**src/rtl/fetch_pkg.sv**
```systemverilog
// fetch_pkg: shared types and helpers for the fetch front end.
//   fq_entry_t  : one buffered fetch result {pc, instr} at the default 32-bit width
//   PC_STEP     : byte distance between consecutive instruction words
//   align_word  : clears the two low address bits so a target lands on a word boundary
// Enable the same-cycle response bypass in fetch_queue by defining FETCH_BYPASS_EN.
package fetch_pkg;

    localparam int unsigned FQ_XLEN = 32;
    localparam int unsigned PC_STEP = 4;

    typedef struct packed {
        logic [FQ_XLEN-1:0] pc;
        logic [FQ_XLEN-1:0] instr;
    } fq_entry_t;

    // Operates on a 64-bit container so any XLEN up to 64 can use it through casts.
    function automatic logic [63:0] align_word(input logic [63:0] addr);
        return addr & ~64'h3;
    endfunction

endpackage

```
**src/rtl/fetch_queue_ring.sv**
```systemverilog
// fq_ring: DEPTH-entry circular buffer of {pc, instr} pairs.
// Ports:
//   clk, reset            : clock and asynchronous active-high reset
//   flush                 : empties the buffer (wins over push and pop)
//   push, push_pc/instr   : write one entry at the tail
//   pop                   : drop the head entry (caller only pops when count > 0)
//   count                 : number of entries held, 0..DEPTH
//   head_pc, head_instr   : contents of the head entry (meaningless when count == 0)
module fq_ring
    import fetch_pkg::*;
#(
    parameter int unsigned XLEN  = 32,
    parameter int unsigned DEPTH = 4,
    localparam int unsigned AW   = $clog2(DEPTH),
    localparam int unsigned CW   = $clog2(DEPTH + 1)
) (
    input  logic            clk,
    input  logic            reset,
    input  logic            flush,
    input  logic            push,
    input  logic [XLEN-1:0] push_pc,
    input  logic [XLEN-1:0] push_instr,
    input  logic            pop,
    output logic [CW-1:0]   count,
    output logic [XLEN-1:0] head_pc,
    output logic [XLEN-1:0] head_instr
);

    logic [XLEN-1:0] pc_mem_q    [DEPTH];
    logic [XLEN-1:0] instr_mem_q [DEPTH];
    logic [AW-1:0]   rd_ptr_q, rd_ptr_d;
    logic [AW-1:0]   wr_ptr_q, wr_ptr_d;
    logic [CW-1:0]   count_q, count_d;
    logic            write_en;

    // DEPTH is a power of two, so the pointers wrap by plain overflow.
    always_comb begin
        rd_ptr_d = rd_ptr_q;
        wr_ptr_d = wr_ptr_q;
        count_d  = count_q;
        write_en = 1'b0;
        if (flush) begin
            rd_ptr_d = '0;
            wr_ptr_d = '0;
            count_d  = '0;
        end else begin
            write_en = push;
            if (push) wr_ptr_d = wr_ptr_q + 1'b1;
            if (pop)  rd_ptr_d = rd_ptr_q + 1'b1;
            case ({push, pop})
                2'b10:   count_d = count_q + 1'b1;
                2'b01:   count_d = count_q - 1'b1;
                default: count_d = count_q;
            endcase
        end
    end

    always_ff @(posedge clk or posedge reset) begin
        if (reset) begin
            rd_ptr_q <= '0;
            wr_ptr_q <= '0;
            count_q  <= '0;
        end else begin
            rd_ptr_q <= rd_ptr_d;
            wr_ptr_q <= wr_ptr_d;
            count_q  <= count_d;
        end
    end

    // Storage needs no reset: an entry is only observed after it has been written.
    always_ff @(posedge clk) begin
        if (write_en) begin
            pc_mem_q[wr_ptr_q]    <= push_pc;
            instr_mem_q[wr_ptr_q] <= push_instr;
        end
    end

    assign count      = count_q;
    assign head_pc    = pc_mem_q[rd_ptr_q];
    assign head_instr = instr_mem_q[rd_ptr_q];

endmodule

```
**src/rtl/fetch_queue.sv**
```systemverilog
// fetch_queue: prefetching instruction fetch front end.
// Issues in-order word requests to instruction memory (valid/grant), buffers the
// returned words with their PCs in a DEPTH-entry ring, and hands them to decode
// through a valid/ready pair. A redirect flushes the ring and marks every request
// still in flight as stale so its response is thrown away.
// Ports:
//   clk, reset                         : clock, asynchronous active-high reset
//   imem_req/imem_addr/imem_gnt        : request channel to instruction memory
//   imem_rvalid/imem_rdata             : in-order response channel
//   redirect/redirect_pc               : taken branch or jump from decode
//   validD/readyD/instrD/pcD/pcplus4D  : head instruction towards decode
// Build option: FETCH_BYPASS_EN lets a response reach decode in the cycle it
// arrives when the ring is empty.
module fetch_queue
    import fetch_pkg::*;
#(
    parameter int unsigned     XLEN     = 32,
    parameter int unsigned     DEPTH    = 4,
    parameter logic [XLEN-1:0] RESET_PC = '0
) (
    input  logic            clk,
    input  logic            reset,
    output logic            imem_req,
    output logic [XLEN-1:0] imem_addr,
    input  logic            imem_gnt,
    input  logic            imem_rvalid,
    input  logic [XLEN-1:0] imem_rdata,
    input  logic            redirect,
    input  logic [XLEN-1:0] redirect_pc,
    output logic            validD,
    input  logic            readyD,
    output logic [XLEN-1:0] instrD,
    output logic [XLEN-1:0] pcD,
    output logic [XLEN-1:0] pcplus4D
);

    localparam int unsigned CW = $clog2(DEPTH + 1);
    localparam int unsigned SW = CW + 2;

    logic [XLEN-1:0] fetch_pc_q, fetch_pc_d;
    logic [CW-1:0]   pend_q, pend_d;
    logic [CW-1:0]   drop_q, drop_d;
    logic [CW-1:0]   count;
    logic [SW-1:0]   inflight;
    logic            grant;
    logic            resp_valid, resp_drop, resp_live;
    logic [XLEN-1:0] resp_pc;
    logic [XLEN-1:0] head_pc, head_instr;
    logic            bypass_hit;
    logic            ring_push, ring_pop;

    // Credit rule: buffered + live + stale never exceeds DEPTH, so every response
    // that arrives has a slot waiting. The sum depends only on registered state,
    // keeping readyD off the path to imem_req.
    assign inflight  = SW'(count) + SW'(pend_q) + SW'(drop_q);
    assign imem_req  = !reset && !redirect && (inflight < SW'(DEPTH));
    assign imem_addr = fetch_pc_q;
    assign grant     = imem_req && imem_gnt;

    assign resp_valid = imem_rvalid && !reset;
    assign resp_drop  = resp_valid && (drop_q != '0);
    assign resp_live  = resp_valid && (drop_q == '0);

    // Live requests are contiguous words ending just below fetch_pc, so the
    // oldest one sits pend words behind it.
    assign resp_pc = fetch_pc_q - (XLEN'(pend_q) * XLEN'(PC_STEP));

`ifdef FETCH_BYPASS_EN
    assign bypass_hit = resp_live && (count == '0) && !redirect;
`else
    assign bypass_hit = 1'b0;
`endif

    // Decode sees the bypassed response when it is the only data available,
    // otherwise the ring head; everything reads as zero while nothing is valid.
    always_comb begin
        validD   = 1'b0;
        instrD   = '0;
        pcD      = '0;
        pcplus4D = '0;
        if (bypass_hit) begin
            validD = 1'b1;
            instrD = imem_rdata;
            pcD    = resp_pc;
        end else if (count != '0) begin
            validD = 1'b1;
            instrD = head_instr;
            pcD    = head_pc;
        end
        if (validD) pcplus4D = pcD + XLEN'(PC_STEP);
    end

    // A redirect kills the head too, so neither push nor pop happens that cycle.
    // A bypassed word consumed by decode never enters the ring.
    assign ring_pop  = validD && readyD && !redirect && !bypass_hit;
    assign ring_push = resp_live && !redirect && !(bypass_hit && readyD);

    // On redirect every live request turns stale; a response landing in the
    // same cycle retires one of them (stale or live) immediately.
    always_comb begin
        fetch_pc_d = fetch_pc_q;
        pend_d     = pend_q;
        drop_d     = drop_q;
        if (redirect) begin
            fetch_pc_d = XLEN'(align_word(64'(redirect_pc)));
            drop_d     = drop_q + pend_q - CW'(resp_valid);
            pend_d     = '0;
        end else begin
            if (grant) fetch_pc_d = fetch_pc_q + XLEN'(PC_STEP);
            pend_d = pend_q + CW'(grant) - CW'(resp_live);
            drop_d = drop_q - CW'(resp_drop);
        end
    end

    always_ff @(posedge clk or posedge reset) begin
        if (reset) begin
            fetch_pc_q <= RESET_PC;
            pend_q     <= '0;
            drop_q     <= '0;
        end else begin
            fetch_pc_q <= fetch_pc_d;
            pend_q     <= pend_d;
            drop_q     <= drop_d;
        end
    end

    fq_ring #(
        .XLEN  (XLEN),
        .DEPTH (DEPTH)
    ) u_ring (
        .clk        (clk),
        .reset      (reset),
        .flush      (redirect),
        .push       (ring_push),
        .push_pc    (resp_pc),
        .push_instr (imem_rdata),
        .pop        (ring_pop),
        .count      (count),
        .head_pc    (head_pc),
        .head_instr (head_instr)
    );

endmodule

```
**config.mk**
```make
export PLATFORM = sky130hd
export DESIGN_NAME = fetch_queue
export DESIGN_NICKNAME = d
export VERILOG_FILES = /design/src/rtl/fetch_pkg.sv /design/src/rtl/fetch_queue_ring.sv /design/src/rtl/fetch_queue.sv
export SDC_FILE = /design/constraint.sdc
export NUM_CORES = 1
export LEC_CHECK = 0
export CORE_MARGIN = 3
export CORE_UTILIZATION = 45
export CTS_BUF_LIST = sky130_fd_sc_hd__clkbuf_16
export CTS_CLUSTER_DIAMETER = 150
export CTS_CLUSTER_SIZE = 25
export DETAILED_ROUTE_END_ITERATION = 12
export PLACE_DENSITY = 0.68
export SETUP_SLACK_MARGIN = 0.3
export SKIP_CTS_REPAIR_TIMING = 1
export SLEW_MARGIN = 30
export SYNTH_ARGS = -nofsm -noshare
export SYNTH_HDL_FRONTEND = slang
export SYNTH_SLANG_ARGS = --single-unit
```
**constraint.sdc**
```tcl
create_clock -name clk -period 10.46 [get_ports clk]
set_clock_uncertainty 0.05 [all_clocks]
set_input_delay 1.046 -clock clk [delete_from_list [all_inputs] [get_ports clk]]
set_output_delay 1.046 -clock clk [all_outputs]
set_load 0.01 [all_outputs]
```
==> run summary, run 1 <==
The final hold slack was 0.533 ns. The tools report the cell area after synthesis as 0.0138 sq mm. The run finished with clean final reports. Setup violations remaining at the end of the flow were counted as 0.

The die is 181 um tall. The final estimated routing congestion in global placement was 0.813; the layout net count was 1223. The cell count after placement was 1500; the average footprint of a synthesized cell was 14.4 sq um. The share of total power consumed by net switching is 0.312. The number of global-route vias before repair is 8661, and the initial antenna violation count is 0. The register area share after synthesis is 0.616.

The logs give 0 for the number of hold-slack violations in the final timing report and 2457 for the number of fill cells in the layout. The tools report the critical path required time as 9.36 ns. In the final routed layout, each cell accounts on average for 19.6 um. The floorplan has 63 rows. In the final layout, flip-flops and latches occupy 0.00853 sq mm.

The global routing usage summed across all routing layers is 0.182. Synthesis handed over a netlist of 964 instances. For the worst slack at placement, the log shows 4.91 ns. In the post-route analysis, the smallest setup slack over all paths is 4.46 ns.

The source-to-sink clock delay at the later pin of the worst-skew pair came out at 0.49 ns. For the placed wire-length estimate, the log shows 20200 um. The ratio of final minimum period to clock period came out at 0.574. Max-slew violation total from the final report: 0. In the synthesized netlist the dominant register cell turns out to be edfxtp_1.

STA classifies the critical path endpoint as an output pin. For this block, the initial DRC count from the detailed router was 606. Data on the critical path arrives at its endpoint at 4.90 ns. The clock tree buffer depth was 3.

For this design the ratio of total power to cell area is 193 mW/mm^2. The logs give 5.47 nW for the static leakage power and 48300 um for the global-route wire length before repair. In the layout the commonest cells are 248 x edfxtp_1, 190 x clkdlybuf4s50_1, 69 x and2_1. The clock slew at the register clock pins of the worst setup and hold paths came out at 0.09 ns. The cell at the root of the clock tree was clkbuf_16.

For the part of the power in the clock network, the log shows 0.192. The most critical setup path has its endpoint at pcplus4D[22]. The antenna cell count came out at 0.

From left edge to right edge, the die measures 181 um. The share of flip-flops with an asynchronous set or reset is 0.148, and the maximum number of pins on one net before global-route repair is 69. The power share of the sequential group came out at 0.441. TritonCTS built the clock tree.

Signed area change from the synthesized netlist to the final layout: 19.3%. The run gives 291 as the number of clock sinks seen by CTS. For the total internal power, the log shows 2.19 mW. The net switching power was 994 uW. 200 I/O pins were placed. Yosys mapped a number of flops with a built-in enable equal to 248. VDD sags by at most 86.1 uV. Along the worst path, the maximum fanout reaches 37. For the number of H-tree levels, the log shows 1.

Summing all placed instances gives a cell area of 0.0161 sq mm. The logs give 0 ns for the final sum of negative setup slack and 0.395 for the headroom to the max-slew limit. The tool flagged a number of max-cap violations equal to 0.

Share of layout cells above drive strength 1: 0.0977. Global routing finished with a remaining overflow of 0. The transition time at the pin with the least slew margin came out at 0.908 ns. The worst setup path is of the register to output pin kind. The die covers 0.0329 sq mm.

The number of nets still failing antenna checks after routing was 0. STA classifies the critical path startpoint as a register. The number of different library cells used by synthesis comes to 60. Wires add up to 30000 um.

The library cell used most frequently in the layout, excluding fill and tap cells, is edfxtp_1. Launch point of the worst reg-to-reg path: pend_q[1]. Yosys printed 0 warnings. Setup repair after global routing left no endpoint under its margin. The run gives 167 MHz as the timing-limited maximum frequency. Once layout is complete, the cells apart from fillers number 1526.

In the routed layout, each cell is associated on average with a via count of 5.63. The effective utilization at floorplan was 0.462. Setup slack on the worst reg-to-reg path comes out at 5.70 ns. After layout, the minimum clock period comes to 6.00 ns. The first detailed-routing pass took 5 iterations. Port buffering added 191 buffers. Detailed routing inserted a total of 8585 vias. Class of the most critical hold timing path: register to register. The number of clock buffers added by TritonCTS is 15. The post-route cell area was 0.0165 sq mm; the register bit total from synthesis was 291. The tools report the reg-to-reg critical path endpoint as pend_q[2]. The total area inside the core boundary comes to 0.0300 sq mm.

The multi-input combinational cells in the finished layout cover a total of 0.00492 sq mm. The tools report the critical path startpoint as u_ring.rd_ptr_q[1]. In the routed design, unresolved DRC markers number 0.

For the combinational fraction of design power, the log shows 0.367. The cell count of the worst reg-to-reg path was 16.
[sequential cells by signal (all words and copies together), names as in the netlist]
| register | count |
|---|---|
| u_ring.rd_ptr_q | 2 |
| pend_q | 3 |
| u_ring.pc_mem_q | 120 |
| u_ring.wr_ptr_q | 2 |
| drop_q | 3 |
| u_ring.instr_mem_q | 128 |
| u_ring.count | 3 |
| imem_addr | 30 |
[critical path, cell delays in order (launching register included)]
cell and delay [ns]:
dfrtp_2 0.90, buf_4 0.59, mux4_1 0.32, and2_1 0.18
ha_1 0.19, nand3_1 0.17, or3_1 0.66, nor4_1 0.53
mux2_1 0.37, clkdlybuf4s50_1 0.48
[per-stage QoR]
stage	util	power, mW
after global placement	0.537	2.60
after detailed placement	0.537	2.61
final	0.551	3.18
after global routing	0.551	3.38
after floorplan	-	2.08
after CTS	0.551	3.23
[worst min-delay path by stage]
stage	from	endpoint	slack (ns)	depth (start not counted)
after floorplan	u_ring.wr_ptr_q[1]	u_ring.wr_ptr_q[1]	0.49	2
after global placement	u_ring.wr_ptr_q[1]	u_ring.wr_ptr_q[1]	0.51	2
after detailed placement	u_ring.wr_ptr_q[1]	u_ring.wr_ptr_q[1]	0.53	2
after CTS	u_ring.wr_ptr_q[1]	u_ring.wr_ptr_q[1]	0.54	2
after global routing	u_ring.wr_ptr_q[1]	u_ring.wr_ptr_q[1]	0.59	2
final	u_ring.wr_ptr_q[1]	u_ring.wr_ptr_q[1]	0.53	2
[power groups by stage]
stage	Sequential [mW]	Clock [mW]	Combinational, mW
3_3_place_gp	1.43	0	1.17
2_1_floorplan	1.38	0	0.699
6_report	1.40	0.611	1.17
4_1_cts	1.40	0.634	1.19
5_1_grt	1.42	0.683	1.28
3_5_place_dp	1.43	0	1.18
[logic make-up (layout without fill, tap and decap cells)]
kind of cell / count (synthesis) / in the layout / share of synthesized area
simple gates: 331 / 331 / 0.129
flops: 291 / 291 / 0.616
buf+inv: 99 / 266 / 0.0314
mux: 90 / 90 / 0.126
compound gates: 78 / 78 / 0.0401
xor+xnor: 48 / 48 / 0.0304
fa+ha+maj: 26 / 26 / 0.0273
other cells: 1 / 6 / 0.000271
[cell type report]
| type | count | share of cell area |
|---|---|---|
| clock buffer | 15 | 0.0227 |
| sequential | 291 | 0.517 |
| inverter | 36 | 0.00819 |
| clock inverter | 11 | 0.00326 |
| timing repair buffer | 204 | 0.121 |
| multi-input combinational | 579 | 0.298 |
| tap | 390 | 0.0296 |
[per-layer routing]
layer,wire [um],global-route usage,vias up
met5,0,0,-
met4,272,0.0308,0
met3,1670,0.0212,19
met2,14000,0.289,266
met1,14000,0.278,4318
li1,-,-,3982
[synthesized netlist by cell type, types with 11 or more instances]
| cell | count | area (sq um) |
|---|---|---|
| a21oi_1 | 19 | 95.1 |
| and2_1 | 73 | 457 |
| and3_1 | 13 | 81.3 |
| clkbuf_1 | 39 | 146 |
| dfrtp_1 | 43 | 1080 |
| edfxtp_1 | 248 | 7450 |
| ha_1 | 19 | 238 |
| inv_1 | 35 | 131 |
| mux2i_1 | 11 | 110 |
| mux4_2 | 63 | 1420 |
| nand2_1 | 59 | 221 |
| nand3_1 | 30 | 150 |
| nand4_1 | 16 | 100 |
| nor2_1 | 51 | 191 |
| nor3_1 | 18 | 90.1 |
| nor4_1 | 19 | 119 |
| o21ai_0 | 11 | 55.1 |
| o31ai_1 | 12 | 90.1 |
| or3_1 | 11 | 68.8 |
| or4_1 | 16 | 120 |
| xnor2_1 | 31 | 272 |
| xor2_1 | 17 | 149 |
No activity file was read; power rests on OpenSTA's default activity.
==> inputs of run 2 (changes only) <==
==> constraint.sdc (replaced) <==
create_clock -name clk -period 6.15 [get_ports clk]
set_clock_uncertainty 0.05 [all_clocks]
set_input_delay 0.615 -clock clk [delete_from_list [all_inputs] [get_ports clk]]
set_output_delay 0.615 -clock clk [all_outputs]
set_load 0.01 [all_outputs]
==> run 2 against run 1 <==
Worst hold slack barely moved. Die area did not move. Flip-flop and latch count did not move. Clock power rose by 70%. Sequential power rose by 71%. Global-route usage fell by 0.18 points. Critical path depth fell by 1. Setup slack got worse by 3.4 ns. Cell count rose by 0.13%. Total power rose by 70%. First-iteration DRC count fell by 2.5%. Critical endpoint unchanged. Largest cell class unchanged.
==> run summary, run 2 (synthesized netlist as in run 1, its figures left out) <==
The logs give 591 (was 606) for the DRC marker count from the first detailed-route iteration and 15 (unchanged) for the number of CTS-inserted buffers. The number of H-tree levels was 1 (unchanged); the maximum resistive drop on vdd was 176 uV (was 86.1 uV). Transition time at the pin with the least slew margin: 0.871 ns (was 0.908 ns). The logs give 1.08 ns (was 4.46 ns) for the least setup slack across all paths after layout and 0 (unchanged) for the number of hold-slack violations in the final timing report. The flip-flop count of the largest register, all copies and words added was 128 (unchanged). The utilization after layout is 0.552 (was 0.551), and the ratio of final minimum period to clock period is 0.825. The width of the die is 181 um (unchanged), and the total of endpoints with negative setup slack in the final report is 0 (unchanged). For this run, the top clock speed supported by timing is 197 MHz. The largest register by flop count was u_ring.instr_mem_q (unchanged).

For the headroom to the max-slew limit, the log shows 0.415 (was 0.395). The final sum of negative setup slack is 0 ns (unchanged). The area of the core came out at 0.0300 sq mm (unchanged).

For the number of global-route vias before repair, the log shows 8631 (was 8661). The worst path in the final design needs a cycle of 5.07 ns, including I/O delays and setup. The tools report the remaining global-route overflow as 0 (unchanged).

The share of layout cells above drive strength 1 is 0.0993 (was 0.0977), and the effective utilization at floorplan is 0.462 (unchanged). The post-detailed-routing wire length is 30100 um (was 30000 um). The maximum number of pins on one net before global-route repair was 65 (was 69). The type of the worst setup path is register to output pin (unchanged). The number of fill cells in the layout is 2478 (was 2457). Launch point of the worst reg-to-reg path: pend_q[1] (unchanged). The number of max-capacitance violations reported came out at 0 (unchanged). The number of vias per cell after detailed routing was 5.56 (was 5.63); the initial antenna violation count was 0 (unchanged). The global routing usage summed across all routing layers is 0.180 (was 0.182), and the source-to-sink clock delay at the later pin of the worst-skew pair is 0.49 ns (about the same). The tools report the cell at the root of the clock tree as clkbuf_16 (unchanged). Worst slack at placement: 1.53 ns (was 4.91 ns). The cell count of the worst reg-to-reg path is 15 (was 16).

The flow ran to the end, and the final reports show no timing, DRC or antenna violations. The final hold slack is 0.533 ns (about the same), and the clock tree buffer depth is 3 (unchanged). For the critical path required time, the log shows 5.48 ns (was 9.36 ns). The kind of start point of the critical path is a register (unchanged).

The wire length per cell is 19.7 um (was 19.6 um). The run gives 0.0329 sq mm (unchanged) as the overall die area. The tools report the number of nets still failing antenna checks after routing as 0 (unchanged). Most frequent standard cell in the layout excluding fill and tap cells: edfxtp_1 (unchanged). The signed area change from the synthesized netlist to the final layout came out at 19.4% (was 19.3%).

The end point of the critical path was pcplus4D[22] (unchanged). The tools report the critical path startpoint as u_ring.rd_ptr_q[0] (was u_ring.rd_ptr_q[1]). The placed wire-length estimate is 20500 um (was 20200 um). The layout net count is 1226 (was 1223). Reg-to-reg critical path endpoint: pend_q[2] (unchanged). The type of destination of the critical path is an output pin (unchanged). The tools report the detailed-router iteration count before antenna repair as 5 (unchanged). The clock slew at the register clock pins of the worst setup and hold paths was 0.09 ns (about the same).

The global-route wire length before repair came out at 47900 um (was 48300 um). The port buffer count is 191 (unchanged). Area of all sequential standard cells: 0.00853 sq mm (unchanged).

TritonCTS built the clock tree. Setup repair after global routing left no endpoint under its margin. The logs give 291 (unchanged) for the number of clock sinks seen by CTS and 0.817 (was 0.813) for the final estimated routing congestion in global placement. Class of the most critical hold timing path: register to register (unchanged).

The logs give 200 (unchanged) for the boundary pin count and 63 (unchanged) for the total number of placement rows. For the static leakage power, the log shows 5.48 nW (was 5.47 nW). The area used by multi-input combinational logic is 0.00492 sq mm (about the same), and the detailed-route via count is 8503 (was 8585).

The y dimension of the die works out to 181 um (unchanged). Beginning of the worst hold path: u_ring.wr_ptr_q[1] (unchanged). The reg2reg setup slack was 1.65 ns (was 5.70 ns); the total design power was 5.42 mW (was 3.18 mW).

The run gives 4.41 ns (was 4.90 ns) as the arrival time at the worst endpoint. The run gives 0 (unchanged) as the number of remaining DRC errors. Power density over the cells: 328 mW/mm^2 (was 193 mW/mm^2). Largest fanout of any net on the critical path: 35 (was 37).

The antenna cell count came out at 0 (unchanged). The max-slew violation total from the final report was 0 (unchanged). Commonest non-fill, non-tap cells in the layout: 248 x edfxtp_1, 190 x clkdlybuf4s50_1, 69 x and2_1 (unchanged).
-- run 2: cell types whose count changed in the layout (fill, tap and decap cells not counted), sizes merged --
cell  change
inv       -1
buf       +3
-- run 2: routing by layer --
layer,track usage,vias up,part of all wire
li1,-,3987,-
met5,0,-,0
met3,0.0282,20,0.053
met4,0.0274,0,0.0094
met2,0.291,233,0.46
met1,0.267,4263,0.47
-- run 2: worst min-delay path by stage --
stage	cells after the start	slack, ns	to
finish	2	0.53	u_ring.wr_ptr_q[1]
global route	2	0.56	u_ring.wr_ptr_q[1]
CTS	2	0.53	u_ring.wr_ptr_q[1]
detailed placement	2	0.52	u_ring.wr_ptr_q[1]
global placement	2	0.51	u_ring.wr_ptr_q[1]
floorplan	2	0.49	u_ring.wr_ptr_q[1]
-- run 2: through the flow --
step	instances	instance area [sq um]
floorplan	969	13900
global placement	1503	16100
detailed placement	1503	16100
CTS	1528	16500
global route	1528	16500
finish	1528	16500
-- run 2: worst max-delay path, stage by stage (launching register included) --
cell and delay, ns:
dfrtp_4 0.90, mux4_1 0.44, and2_1 0.17, ha_1 0.19
nand3_1 0.19, or3_1 0.68, nor4_1 0.49, mux2_1 0.37
clkdlybuf4s50_1 0.48
-- run 2: area by class of cell --
class                      instances  share of cell area
clock inverter                    10             0.00273
multi-input combinational        579               0.298
inverter                          36             0.00818
clock buffer                      15              0.0227
tap                              390              0.0295
sequential                       291               0.516
timing repair buffer             207               0.123
-- run 2: where the power goes --
| group | internal, mW | switching, mW |
|---|---|---|
| registers | 2.24 | 0.145 |
| logic | 1.03 | 0.970 |
| clock network | 0.452 | 0.584 |
| total | 3.72 | 1.70 |
